==> config.mk <==
export PLATFORM = sky130hd
export DESIGN_NAME = logic_basic_synchronizer_arbiter
export DESIGN_NICKNAME = d
export VERILOG_FILES = /design/src/rtl/logic_basic_synchronizer_arbiter.sv
export SDC_FILE = /design/constraint.sdc
export NUM_CORES = 1
export LEC_CHECK = 0
export ABC_CLOCK_PERIOD_IN_PS = 2300
export CAP_MARGIN = 20
export CORE_MARGIN = 1.5
export CORE_UTILIZATION = 49
export CTS_CLUSTER_SIZE = 8
export DETAILED_ROUTE_END_ITERATION = 10
export PLACE_DENSITY = 0.76
export SYNTH_ARGS = -nofsm -noshare
export SYNTH_HDL_FRONTEND = slang
export SYNTH_SLANG_ARGS = --single-unit
==> constraint.sdc <==
create_clock -name aclk -period 2.3 [get_ports aclk]
set_clock_uncertainty 0.2 [all_clocks]
set_input_delay 0.23 -clock aclk [delete_from_list [all_inputs] [get_ports aclk]]
set_output_delay 0.23 -clock aclk [all_outputs]
set_load 0.05 [all_outputs]
==> src/rtl/logic_basic_synchronizer_arbiter.sv <==
// Round-robin arbiter for asynchronous 4-phase requesters, each synchronized into aclk.
// Optional grant-hold timeout enabled by defining LOGIC_BASIC_SYNCHRONIZER_ARBITER_TIMEOUT_EN.
module logic_basic_synchronizer_arbiter #(
  parameter int unsigned REQUESTERS = 4,
  parameter int unsigned STAGES     = 2,
  parameter int unsigned TIMEOUT    = 256,
  localparam int unsigned ID_WIDTH  = (REQUESTERS > 1) ? $clog2(REQUESTERS) : 1
) (
  input  logic                  aclk,
  input  logic                  areset_n,
  input  logic [REQUESTERS-1:0] req,
  output logic [REQUESTERS-1:0] ack,
  output logic [REQUESTERS-1:0] grant,
  output logic [ID_WIDTH-1:0]   grant_id,
`ifdef LOGIC_BASIC_SYNCHRONIZER_ARBITER_TIMEOUT_EN
  output logic                  timeout,
`endif
  input  logic                  done
);

  typedef enum logic [1:0] {StIdle, StGrant, StRelease} state_e;

  logic [REQUESTERS-1:0] sync_q [STAGES];
  logic [REQUESTERS-1:0] sync_d [STAGES];
  logic [REQUESTERS-1:0] sreq;

  state_e                state_q, state_d;
  logic [REQUESTERS-1:0] grant_q, grant_d;
  logic [REQUESTERS-1:0] ack_q, ack_d;
  logic [ID_WIDTH-1:0]   id_q, id_d;
  logic [ID_WIDTH-1:0]   last_q, last_d;

  logic [ID_WIDTH-1:0]   pick;
  logic                  found;
  int unsigned           idx;
  logic                  end_grant;

  always_comb begin
    sync_d[0] = req;
    for (int unsigned s = 1; s < STAGES; s++) begin
      sync_d[s] = sync_q[s-1];
    end
  end

  always_ff @(posedge aclk or negedge areset_n) begin
    if (!areset_n) begin
      for (int unsigned s = 0; s < STAGES; s++) begin
        sync_q[s] <= '0;
      end
    end else begin
      for (int unsigned s = 0; s < STAGES; s++) begin
        sync_q[s] <= sync_d[s];
      end
    end
  end

  assign sreq = sync_q[STAGES-1];

  // Rotating priority: search starts just after the most recently served requester.
  always_comb begin
    pick  = '0;
    found = 1'b0;
    idx   = 0;
    for (int unsigned i = 0; i < REQUESTERS; i++) begin
      idx = ({{(32-ID_WIDTH){1'b0}}, last_q} + 32'd1 + i) % REQUESTERS;
      if (!found && sreq[idx]) begin
        found = 1'b1;
        pick  = ID_WIDTH'(idx);
      end
    end
  end

`ifdef LOGIC_BASIC_SYNCHRONIZER_ARBITER_TIMEOUT_EN
  localparam int unsigned CntW = $clog2(TIMEOUT + 1);

  logic [CntW-1:0] cnt_q, cnt_d;
  logic            timeout_q, timeout_d;

  // A registered timeout pulse ends the grant on the following edge; a real done wins.
  assign end_grant = done | timeout_q;

  always_comb begin
    cnt_d     = cnt_q;
    timeout_d = 1'b0;
    if (state_q == StIdle) begin
      cnt_d = '0;
    end else if (state_q == StGrant && !end_grant) begin
      cnt_d = cnt_q + 1'b1;
      if (cnt_q == CntW'(TIMEOUT - 1)) begin
        timeout_d = 1'b1;
      end
    end
  end

  always_ff @(posedge aclk or negedge areset_n) begin
    if (!areset_n) begin
      cnt_q     <= '0;
      timeout_q <= 1'b0;
    end else begin
      cnt_q     <= cnt_d;
      timeout_q <= timeout_d;
    end
  end

  assign timeout = timeout_q;
`else
  assign end_grant = done;
`endif

  always_comb begin
    state_d = state_q;
    grant_d = grant_q;
    ack_d   = ack_q;
    id_d    = id_q;
    last_d  = last_q;
    unique case (state_q)
      StIdle: begin
        if (found) begin
          grant_d = REQUESTERS'(1) << pick;
          id_d    = pick;
          state_d = StGrant;
        end
      end
      StGrant: begin
        if (end_grant) begin
          grant_d = '0;
          ack_d   = REQUESTERS'(1) << id_q;
          state_d = StRelease;
        end
      end
      StRelease: begin
        if (!sreq[id_q]) begin
          ack_d   = '0;
          last_d  = id_q;
          state_d = StIdle;
        end
      end
      default: state_d = StIdle;
    endcase
  end

  always_ff @(posedge aclk or negedge areset_n) begin
    if (!areset_n) begin
      state_q <= StIdle;
      grant_q <= '0;
      ack_q   <= '0;
      id_q    <= '0;
      last_q  <= ID_WIDTH'(REQUESTERS - 1);
    end else begin
      state_q <= state_d;
      grant_q <= grant_d;
      ack_q   <= ack_d;
      id_q    <= id_d;
      last_q  <= last_d;
    end
  end

  assign grant    = grant_q;
  assign ack      = ack_q;
  assign grant_id = id_q;

endmodule

Word-level counts from Yosys, hierarchy flattened
Index checks and enable logic that the tools add are counted.
Widths: inputs -> output; s select.
{"block": "word_totals", "reg_bits": 22, "latch_bits": 0, "ramBits": 0, "rom_bits": 0, "out_inout_bits": 10, "word_cells": 66, "memories": 0}
{"block": "op_classes", "add_sub_neg": 4, "multipliers": 0, "div_mod_pow": 0, "magnitude_cmp": 5, "n_eq_ne": 5, "shifts": 2, "mux": 28, "bitwise": 1, "n_reduce_logical": 14}
{"operator": "$mux 4", "count": 4}
{"operator": "$pmux 4 s2", "count": 2}
{"operator": "$lt 2x3->1 const B", "count": 5}
{"operator": "$mux 2", "count": 7}
{"operator": "$bmux 1 s2", "count": 5}
{"operator": "$mux 1", "count": 9}
{"operator": "$reduce_and 3->1", "count": 3}
{"operator": "$shl 1x2->4 const A", "count": 2}
{"operator": "$ne 2x2->1 const B", "count": 3}
{"operator": "$pmux 2 s3", "count": 1}
{"operator": "$add 2x1->2 const B", "count": 2}
{"operator": "$add 2x2->2 const B", "count": 2}
{"operator": "$reduce_and 2->1", "count": 2}
{"operator": "$reduce_bool 2->1", "count": 2}
{"operator": "$logic_and 1x1->1", "count": 3}
{"operator": "$logic_not 1->1", "count": 3}
{"operator": "$eq 2x1->1 const B", "count": 1}
{"operator": "$eq 2x2->1 const B", "count": 1}
{"operator": "$logic_not 2->1", "count": 1}
{"operator": "$not 1->1", "count": 1}

Depth between registers and ports, before layout
Gate-level depths: netlist (run 1).
{"block": "depth", "depth_word": 16, "depth_mapped": 5, "ltp_nobuf": 4}

Worst setup path before layout (run 1)
Ideal clock, no wire load.
{"block": "synth_timing", "path_kind": "register -> register", "start": "register id_q[1] (netlist: grant_id[1])", "end": "register last_q[1]", "setup_time_ns": 0.082, "t_arrival_ns": 1.936, "t_required_ns": 2.018, "slack_ns": 0.082, "path_stages_with_launch": 4, "period_less_slack_ns": 2.218, "path_cell_list": "dfrtp_1 mux4_2 nor3b_4 mux2_2"}
{"block": "synth_via", "elab_chain_len": 4}
{"element": "start, declared", "line_no": "30", "source": "logic [ID_WIDTH-1:0] id_q, id_d;"}
{"element": "start signal, assigned", "line_no": "153", "source": "id_q <= id_d;"}
{"element": "$bmux 1 s2", "line_no": "132", "source": "if (!sreq[id_q]) begin"}
{"element": "$mux 1 (not written as such)", "line_no": "132"}
{"element": "$not 1->1 (no source line)"}
{"element": "$reduce_and 2->1 (no source line)"}
{"element": "end signal, assigned", "line_no": "148", "source": "last_q <= ID_WIDTH'(REQUESTERS - 1);"}
{"element": "end signal, assigned", "line_no": "154", "source": "last_q <= last_d;"}
{"element": "end, declared", "line_no": "31", "source": "logic [ID_WIDTH-1:0] last_q, last_d;"}
Several ways; a longest one is shown, not always the timed one. The select of a mux whose other input is x is not followed.
A chain may end at the register's enable or synchronous reset.

Worst setup path in the final report (run 1)
{"block": "layout_timing", "start": "register id_q[1] (netlist: grant_id[1])", "end": "output grant_id[1]"}
{"element": "end, declared", "line_no": "14", "source": "output logic [ID_WIDTH-1:0] grant_id,"}
No word-level cell between the ends.

==> summary.log, run 1 <==
INFO  clock_tree     clk_pin_slew_worst_paths=0.12ns
INFO  sta            finalHoldViolations=0
INFO  detailed_routing detail_route.first_pass.iterations=3
INFO  detailed_routing drc=0
INFO  floorplan      placementRows=15
INFO  global_route   grt_util_met2=23.94%
INFO  global_route   grt_max_degree=14
INFO  sta            timing.max_slew.rel_slack=56.79%
INFO  yosys          ys_seq_area_share=62.78%
INFO  detailed_routing drt_first_iter_violations=10
INFO  clock_tree     clock_tree_from_tritoncts=done
INFO  clock_tree     cts.htree.levels=1
INFO  finish         area_growth_from_synthesis_to_layout=25.71%
INFO  clock_tree     insertion_delay=0.31ns
INFO  floorplan      die_span_in_x=45.40µm
INFO  floorplan      floorplan.io_pins=17
INFO  detailed_routing route.detailed.vias_per_inst=5.330
INFO  detailed_routing ant_nets=0
INFO  global_route   met1_usage=20.26%
INFO  floorplan      fp.dieH=45.40µm
INFO  global_route   number_of_global_route_vias_before_repair=501
INFO  detailed_routing route.final.wire_length=1487µm
INFO  finish         layout_common_cells=20 x dfrtp_1, 16 x clkdlybuf4s50_1, 7 x nand2_1, 4 x nand2b_1, 4 x o32ai_1
INFO  clock_tree     post-cts-setup-buffers=0
INFO  yosys          avg_cell_area_syn=12.95µm²
INFO  clock_tree     cts_max_path_buffers=2
INFO  yosys          synthTopCellsByArea=dfrtp_1 57%, dfstp_2 6.0%, o32ai_1 4.0%
INFO  yosys          netlist.area_leader.share=56.82%
INFO  critical_path  cp.arrival=1.65ns
INFO  finish         layout.nets=95
INFO  min_path       hold_class=primary input to async pin
INFO  yosys          ys_ff_latch=22
INFO  finish         layout_cells_sized_above_1=13.79%
INFO  critical_path  worst_path_largest_cell_delay=0.85ns
INFO  critical_path  critical_path.startpoint_type=flip-flop
INFO  sta            slew_viol_final=0
INFO  yosys          synthesis.yosys.warnings=0
INFO  placement      gp_congestion=0.7599
INFO  critical_path  worstPathCellList=clkdlybuf4s50_1
INFO  sta            grt_setup_unrepaired=no
INFO  finish         mostFrequentLayoutCell=dfrtp_1
INFO  global_route   grt.busiest_layer=met2
INFO  critical_path  max_fo_critical_path=7
INFO  detailed_routing wl_per_cell=13.28µm
INFO  critical_path  timing.setup.critical_path_class=flip-flop to output port
INFO  finish         diodes=0
INFO  clock_tree     clock_sink_count=22
INFO  power          power_density=1395nW/µm²
INFO  critical_path  worst_path_max_delay_cell=clkdlybuf4s50_1
INFO  clock_tree     cts_made_buffers=3
INFO  critical_path  cpLargestDelayFamily=buffers and inverters
INFO  yosys          leading_area_contributor_after_synthesis=dfrtp_1
INFO  sta            final.period_utilization=90.28%
INFO  clock_tree     postCtsHoldBufs=0
INFO  floorplan      fp.coreArea=1708µm²
INFO  floorplan      fp.dieArea=2061µm²
INFO  yosys          synth.lib_cells_used.distinct=26
INFO  sta            finalCriticalPeriod=2.076ns
INFO  power          power_leakage=0.0004671µW
INFO  global_route   antenna_found_initial=0
INFO  placement      dp_hpwl=1094µm
INFO  critical_path  cp_num_buf_inv=1
INFO  critical_path  worstPathRequired=1.87ns
INFO  global_route   globalRouteOverflowTotal=0
INFO  clock_tree     cts.root.buffer_cell=clkbuf_4
INFO  sta            worst_hold_slack=0.05179ns
INFO  yosys          syn_inst=68
INFO  sta            setup_violation_total_in_the_final_timing_report=0
INFO  global_route   global_route_wire_length_before_repair=2228µm
INFO  run_status     outcome=finished clean
INFO  power          irDropWorstVdd=624.8µV
INFO  critical_path  endpoint_kind=output port
INFO  clock_tree     cts_resized=0
INFO  power          power=1545µW
INFO  detailed_routing num_vias=597
INFO  sta            max_slew.worst_pin.slew=0.6413ns
INFO  placement      port_buffers=16
INFO  global_route   global_route.usage.met3=3.571%
INFO  job            maxCapViolations=0
INFO  global_route   track_usage=16.11%
INFO  yosys          synthesis.nets=75
INFO  sta            fin_tns_setup=0ns
INFO  sta            fmax=481.6MHz
INFO  floorplan      initial_utilization=51.58%
INFO  yosys          netlist_area=880.8µm²
==> Yosys cell counts <==
cell / n
dfrtp_1: 20
nand2_1: 7
nand2b_1: 4
o32ai_1: 4
mux2_2: 3
nand3b_1: 3
a32o_1: 2
dfstp_2: 2
inv_1: 2
nand3_1: 2
nor2_1: 2
nor2b_1: 2
o21ai_0: 2
a211oi_1: 1
a21boi_0: 1
a21o_1: 1
a31oi_1: 1
buf_2: 1
clkbuf_1: 1
mux2i_1: 1
mux4_2: 1
nor3b_4: 1
nor4_1: 1
o22a_1: 1
o31ai_1: 1
or3_1: 1
==> layout make-up <==
cell class	instances	area, µm²
clock buffer	4	36.28
fill	136	600.6
inverter	2	7.507
multi-input combinational	42	311.5
sequential	22	553.0
tap	25	31.28
timing repair buffer	17	167.7
==> logic make-up (layout without fill, tap and decap cells) <==
family          Yosys count  in the layout  synth area share [%]
simple gates             23             23                 15.34
compound gates           14             14                 12.50
buf+inv                   4             23                 1.846
flops                    22             22                 62.78
mux                       5              5                 7.528
==> routing by layer <==
metal	up-vias	routed length (µm)
li1	287	-
met1	290	690
met2	16	707
met3	4	48
met4	0	41
met5	-	0
==> flip-flops by register name (all words and copies together), names as in the netlist <==
register / flops
ack: 4
sync_d: 4
grant_id: 2
sreq: 4
grant: 4
state_q: 2
last_q: 2
==> worst reg2reg max path, delay by kind of cell, from the launching register on <==
kind / cells / cell delay, ns
AND/OR/NAND/NOR: 1 / 0.31
flip-flops: 1 / 0.49
multiplexers: 2 / 0.95
==> worst paths after layout <==
| path | slack (ns) | start | cells after the start | end |
|---|---|---|---|---|
| worst min-delay path | 0.05 | areset_n | 1 | grant[1] |
| max in group asynchronous | 1.30 | areset_n | 2 | sreq[3] |
| worst max-delay path | 0.22 | grant_id[1] | 1 | grant_id[1] |
| worst min register to register | 0.16 | sync_d[1] | 0 | sreq[1] |
| worst max register to register | 0.30 | grant_id[1] | 3 | last_q[0] |
| min in group aclk | 0.15 | req[1] | 1 | sync_d[1] |
==> metrics by stage <==
stage | cell area (µm²) | setup slack [ns] | util (%) | std cells
2_1_floorplan | 880.8 | 0.08169 | - | 68
3_3_place_gp | 1071 | 0.3456 | 62.71 | 108
3_5_place_dp | 1071 | 0.3188 | 62.71 | 108
4_1_cts | 1107 | 0.2164 | 64.84 | 112
5_1_grt | 1107 | 0.1506 | 64.84 | 112
6_report | 1107 | 0.2235 | 64.84 | 112
==> report_power, final <==
part	internal (µW)	leakage, µW	total [µW]	switching [µW]
Combinational	276	0.000178	708	432
Clock	96.7	0.0000210	210	114
Sequential	511	0.000268	627	116
Power figures use the tool's default switching activity.
==> run 2, diff against run 1 <==
- CTS_CLUSTER_DIAMETER: default -> 120
==> results of run 2 <==
No change in the layout: final DEF, timing and power equal those of run 1.
